**config.mk**
```make
export PLATFORM = sky130hd
export DESIGN_NAME = fetch_unit_flat
export DESIGN_NICKNAME = d
export VERILOG_FILES = /design/src/rtl/fetch_unit_if.sv /design/src/rtl/fetch_unit.sv /design/src/flat_wrapper.sv
export SDC_FILE = /design/constraint.sdc
export NUM_CORES = 1
export LEC_CHECK = 0
export CELL_PAD_IN_SITES_DETAIL_PLACEMENT = 1
export CELL_PAD_IN_SITES_GLOBAL_PLACEMENT = 1
export CORE_ASPECT_RATIO = 1.1
export CORE_MARGIN = 2
export CORE_UTILIZATION = 30
export CTS_BUF_LIST = sky130_fd_sc_hd__clkbuf_4 sky130_fd_sc_hd__clkbuf_8
export DETAILED_ROUTE_END_ITERATION = 12
export MAX_ROUTING_LAYER = met4
export PLACE_DENSITY_LB_ADDON = 0.1
export SETUP_SLACK_MARGIN = 0.15
export SLEW_MARGIN = 25
export SYNTH_ARGS = -nofsm -noshare
export SYNTH_HDL_FRONTEND = slang
export SYNTH_SLANG_ARGS = --single-unit
```
**constraint.sdc**
```tcl
create_clock -name clk -period 2.46 [get_ports clk]
set_input_delay 0.492 -clock clk [delete_from_list [all_inputs] [get_ports clk]]
set_output_delay 0.492 -clock clk [all_outputs]
set_load 0.01 [all_outputs]
```
**src/rtl/fetch_unit_if.sv**
```systemverilog
`default_nettype none
// ============================================================================
//  Module   : fetch_unit_if
//  Purpose  : Run/PC/ROM/instruction bundle between fetch_unit and its peers.
//  Revision : 1.0
// ============================================================================
interface fetch_unit_if #(
  parameter int DATA_WIDTH = 16
);
  logic                  run;
  logic [DATA_WIDTH-1:0] pc;
  logic [DATA_WIDTH-1:0] rom_addr;
  logic [DATA_WIDTH-1:0] rom_data;
  logic                  stall;
  logic [DATA_WIDTH-1:0] opcode;
  logic [DATA_WIDTH-1:0] operand;
  logic                  instr_valid;
  logic                  pc_enable;
  logic                  halted;
  logic [DATA_WIDTH-1:0] instr_count;

  // Fetch-unit side
  modport slave (
    input  run, pc, rom_data, stall,
    output rom_addr, opcode, operand, instr_valid, pc_enable, halted, instr_count
  );

  // Environment side (PC, ROM, downstream stages)
  modport master (
    output run, pc, rom_data, stall,
    input  rom_addr, opcode, operand, instr_valid, pc_enable, halted, instr_count
  );
endinterface
`default_nettype wire

```
**src/rtl/fetch_unit.sv**
```systemverilog
`default_nettype none
// ============================================================================
//  Module   : fetch_unit
//  Purpose  : Two-word instruction fetch sequencer with stall, halt and count.
//  Revision : 1.0
// ============================================================================
module fetch_unit #(
  parameter int                    DATA_WIDTH  = 16,
  parameter logic [DATA_WIDTH-1:0] HALT_OPCODE = 16'hFFFF
) (
  input  wire logic         clk,
  input  wire logic         reset,
  fetch_unit_if.slave       bus
);

  typedef enum logic [2:0] {
    S_IDLE     = 3'd0,
    S_ADDR_OP  = 3'd1,
    S_ADDR_IMM = 3'd2,
    S_CAPTURE  = 3'd3,
    S_EXEC     = 3'd4,
    S_HALTED   = 3'd5
  } state_t;

  state_t                r_state;
  state_t                w_next;
  logic [DATA_WIDTH-1:0] r_opcode;
  logic [DATA_WIDTH-1:0] r_operand;
  logic [DATA_WIDTH-1:0] r_instr_count;
  logic                  r_halted;

  logic [DATA_WIDTH-1:0] w_rom_addr;
  logic                  w_instr_valid;
  logic                  w_pc_enable;
  logic                  w_latch_op;
  logic                  w_latch_operand;
  logic                  w_set_halt;

  // The PC MSB has no place in a doubled word address and is dropped.
  logic                  w_unused_pc_msb;
  assign w_unused_pc_msb = bus.pc[DATA_WIDTH-1];

  always_comb begin
    w_next          = r_state;
    w_rom_addr      = '0;
    w_instr_valid   = 1'b0;
    w_pc_enable     = 1'b0;
    w_latch_op      = 1'b0;
    w_latch_operand = 1'b0;
    w_set_halt      = 1'b0;
    case (r_state)
      S_IDLE: begin
        if (bus.run) begin
          w_next = S_ADDR_OP;
        end
      end
      S_ADDR_OP: begin
        w_rom_addr = {bus.pc[DATA_WIDTH-2:0], 1'b0};
        w_next     = S_ADDR_IMM;
      end
      S_ADDR_IMM: begin
        w_rom_addr = {bus.pc[DATA_WIDTH-2:0], 1'b1};
        w_latch_op = 1'b1;
        w_next     = S_CAPTURE;
      end
      S_CAPTURE: begin
        w_rom_addr      = {bus.pc[DATA_WIDTH-2:0], 1'b1};
        w_latch_operand = 1'b1;
        w_next          = S_EXEC;
      end
      S_EXEC: begin
        w_instr_valid = 1'b1;
        // A halt retires nothing and wins over a pending stall.
        if (r_opcode == HALT_OPCODE) begin
          w_set_halt = 1'b1;
          w_next     = S_HALTED;
        end else if (!bus.stall) begin
          w_pc_enable = 1'b1;
          w_next      = bus.run ? S_ADDR_OP : S_IDLE;
        end
      end
      S_HALTED: begin
        w_next = S_HALTED;
      end
      default: begin
        w_next = S_IDLE;
      end
    endcase
  end

  always_ff @(posedge clk) begin
    if (reset) begin
      r_state       <= S_IDLE;
      r_opcode      <= '0;
      r_operand     <= '0;
      r_instr_count <= '0;
      r_halted      <= 1'b0;
    end else begin
      r_state <= w_next;
      if (w_latch_op) begin
        r_opcode <= bus.rom_data;
      end
      if (w_latch_operand) begin
        r_operand <= bus.rom_data;
      end
      if (w_pc_enable) begin
        r_instr_count <= r_instr_count + 1'b1;
      end
      if (w_set_halt) begin
        r_halted <= 1'b1;
      end
    end
  end

  // Reset masks the strobes so an interrupted EXEC never advances the PC.
  assign bus.rom_addr    = reset ? '0 : w_rom_addr;
  assign bus.instr_valid = w_instr_valid & ~reset;
  assign bus.pc_enable   = w_pc_enable & ~reset;
  assign bus.opcode      = r_opcode;
  assign bus.operand     = r_operand;
  assign bus.halted      = r_halted;
  assign bus.instr_count = r_instr_count;

endmodule
`default_nettype wire
```
**src/flat_wrapper.sv**
```systemverilog
// flat-port wrapper written by rule: the top's interface ports become plain ports
module fetch_unit_flat 
#(
  parameter int                    DATA_WIDTH  = 16,
  parameter logic [DATA_WIDTH-1:0] HALT_OPCODE = 16'hFFFF
)
  (clk, reset, bus_run, bus_pc, bus_rom_data, bus_stall, bus_rom_addr, bus_opcode, bus_operand, bus_instr_valid, bus_pc_enable, bus_halted, bus_instr_count);
  fetch_unit_if #(.DATA_WIDTH(DATA_WIDTH)) bus_i ();
  input  wire logic clk;
  input  wire logic reset;
  input wire logic [$bits(bus_i.run)-1:0] bus_run;
  input wire logic [$bits(bus_i.pc)-1:0] bus_pc;
  input wire logic [$bits(bus_i.rom_data)-1:0] bus_rom_data;
  input wire logic [$bits(bus_i.stall)-1:0] bus_stall;
  output wire logic [$bits(bus_i.rom_addr)-1:0] bus_rom_addr;
  output wire logic [$bits(bus_i.opcode)-1:0] bus_opcode;
  output wire logic [$bits(bus_i.operand)-1:0] bus_operand;
  output wire logic [$bits(bus_i.instr_valid)-1:0] bus_instr_valid;
  output wire logic [$bits(bus_i.pc_enable)-1:0] bus_pc_enable;
  output wire logic [$bits(bus_i.halted)-1:0] bus_halted;
  output wire logic [$bits(bus_i.instr_count)-1:0] bus_instr_count;
  assign bus_i.run = bus_run;
  assign bus_i.pc = bus_pc;
  assign bus_i.rom_data = bus_rom_data;
  assign bus_i.stall = bus_stall;
  assign bus_rom_addr = bus_i.rom_addr;
  assign bus_opcode = bus_i.opcode;
  assign bus_operand = bus_i.operand;
  assign bus_instr_valid = bus_i.instr_valid;
  assign bus_pc_enable = bus_i.pc_enable;
  assign bus_halted = bus_i.halted;
  assign bus_instr_count = bus_i.instr_count;
  fetch_unit #(.DATA_WIDTH(DATA_WIDTH), .HALT_OPCODE(HALT_OPCODE)) u_core (.clk(clk), .reset(reset), .bus(bus_i));
endmodule
```
==> reports/qor.yml <==
outcome: "completed"
num-fill-cells: 882
dr.pass1.iters: 4
final_nets: 427
grt_pass1_wl_um: 11590
cts_buffer_depth: 2
cts_inserted_buffers: 5
wirelength_um: 7491
grt_use_met3_pct: 3.859
core_um2: 7473
row_count: 33
hold_buffers: 0
synthTopCellsByCount: "nand2_1 (69), dfxtp_1 (52), a21oi_1 (46), and2_1 (15), clkbuf_1 (15)"
clock_latency_ns: 0.31
min_path_type: "reg -> reg"
fin_crit_ns: 2.206
via_per_inst: 4.875
diodes: 0
syn_area_per_cell_um2: 7.969
powerDensity_nw_per_um2: 521.2
fp.dieH_um: 96.05
required_ns: 1.97
totalPowerFinal_mw: 1.896
worstMarginPinSlew_ns: 0.8448
synthesis.area_um2: 2311
ir_worst_vdd_v: 0.0002601
wl_per_cell_um: 15.10
slew_headroom_pct: 43.16
syn-num-nets: 327
grt_max_degree: 26
met2_usage_pct: 29.55
num_vias: 2418
grt_overflow_total: 0
cts_sinks: 52
yosys_warnings: 0
cap_violations: 0
post-route-period-util_pct: 89.67
ys_seq_elements: 52
grt_setup_unrepaired: "no"
finClkSkew_ns: 0.007281
cts_root_buffer: "clkbuf_8"
ys.flop_type: "dfxtp_1"
gp_congestion: 0.7342
use_met1_pct: 22.45
crit_fanout: 21
ant_nets: 0
max_freq_mhz: 453.3
arrival_ns: 1.71
synth_cell_types: 37
drc: 0
dpl.hpwl_um: 5397
area_growth_pct: 57.39
busiest_layer: "met2"
synth_top_cell_by_area: "dfxtp_1"
io_pins: 103
grtUsageTotal_pct: 17.97
final-hold-violation-count: 0
finalSetupViolCount: 0
antenna_found_initial: 0
dieWidth_um: 87.69
htree_levels: 2
fin_setup_tns_ns: 0
die_area_um2: 8422
synth_top_cells_by_area: "dfxtp_1 (45%), nand2_1 (11%), a21oi_1 (10%), and2_1 (4.1%), o31ai_1 (3.2%)"
crit_path_start_kind: "register"
synth.most_common_cell: "nand2_1"
yosysSeqAreaShare_pct: 45.05
leakage_nw: 1.473
slew_violations: 0
worst_setup_path_end_kind: "primary output"
start_util_pct: 30.92
drive_above_1_share_pct: 10.74
grt_pass1_vias: 2371
clk_pin_slew_ns: 0.10
synthCells: 290
synth_edf_count: 0
cts_tree: "built"
path_class: "reg -> out"
synth_top_area_share_pct: 45.05
synthArstFlopShare_pct: 0
drt_iter0_drc: 71
io_buffers: 101
logic make-up after synthesis:
| kind of cell | after synthesis | synth area share [%] |
|---|---|---|
| compound gates | 62 | 14.94 |
| xor+xnor | 1 | 0.3791 |
| fa+ha+maj | 1 | 0.5413 |
| buf+inv | 26 | 5.035 |
| flops | 52 | 45.05 |
| mux | 4 | 1.949 |
| simple gates | 144 | 32.11 |
power by group:
group          switching (mW)  leakage (nW)  total, mW  internal, mW
clock network           0.308        0.0541      0.610         0.302
registers              0.0257         0.424      0.906         0.880
logic                   0.179         0.995      0.380         0.201
total                   0.512          1.47       1.90          1.38
flip-flops by register name (all words and copies together) (netlist names):
name	flops
u_core.r_state	3
u_core.bus.halted	1
u_core.bus.operand	16
u_core.bus.instr_count	16
u_core.bus.opcode	16
final timing paths:
kind / startpoint / endpoint / slack [ns] / depth (start not counted)
hold / removal: u_core.bus.operand[5]$_SDFFE_PP0N_ / u_core.bus.operand[5]$_SDFFE_PP0N_ / 0.46 / 2
setup reg to reg: u_core.r_state[0]$_SDFFE_PP0P_ / u_core.bus.instr_count[15]$_SDFFE_PP0P_ / 0.40 / 4
hold reg to reg: u_core.bus.operand[5]$_SDFFE_PP0N_ / u_core.bus.operand[5]$_SDFFE_PP0N_ / 0.46 / 2
setup / recovery: u_core.r_state[0]$_SDFFE_PP0P_ / bus_instr_valid / 0.25 / 4
timing repair:
action,4_1_cts,5_1_grt
endpoints found under the setup margin,17,16
cloned,0,1
pin swaps,0,3
resized for setup,2,27
buffers inserted,0,2
stage by stage:
step	cell area, um2	worst slack, ns	instances	hold WS, ns	util [%]
4_1_cts	3557	0.03471	493	0.4675	47.60
6_report	3637	0.2540	496	0.4618	48.67
3_5_place_dp	3442	0.001678	485	0.4495	46.06
5_1_grt	3637	0.1833	496	0.4819	48.67
2_1_floorplan	2311	0.2181	290	0.4696	-
3_3_place_gp	3442	-0.01773	485	0.4421	46.06
area by class of cell:
type | count | area, um2 | area share (%)
Clock buffer | 5 | 68.82 | 1.892
Multi-Input combinational cell | 212 | 1176 | 32.34
Inverter | 4 | 15.01 | 0.4128
Sequential cell | 52 | 1050 | 28.86
Tap cell | 105 | 131.4 | 3.612
Timing Repair Buffer | 115 | 1154 | 31.72
Clock inverter | 3 | 42.54 | 1.170
worst max-delay path: stages (launching register included):
cell and delay, ns:
dfxtp_2 0.34, or3b_4 0.45, buf_4 0.23, nor2_1 0.10
dlygate4sd2_1 0.29
metal layers:
| layer | part of all wire (%) | wire length [um] |
|---|---|---|
| met1 | 45 | 3355 |
| met2 | 49 | 3680 |
| met3 | 5.2 | 387 |
| met4 | 0.91 | 68 |
| met5 | 0 | 0 |
layout by cell type (no fill, tap or decap), types with 5 or more instances in the layout:
master            n
clkdlybuf4s50_1  83
and2_1           15
or4_1            10
buf_4            13
nor2_1            8
nand3_1           5
dfxtp_1          45
a21oi_1          46
clkbuf_8          5
o31ai_1          10
dlymetal6s2s_1   16
nand2_1          69
nand4_1           8
dfxtp_2           7
No activity file was read; power rests on OpenSTA's default activity.
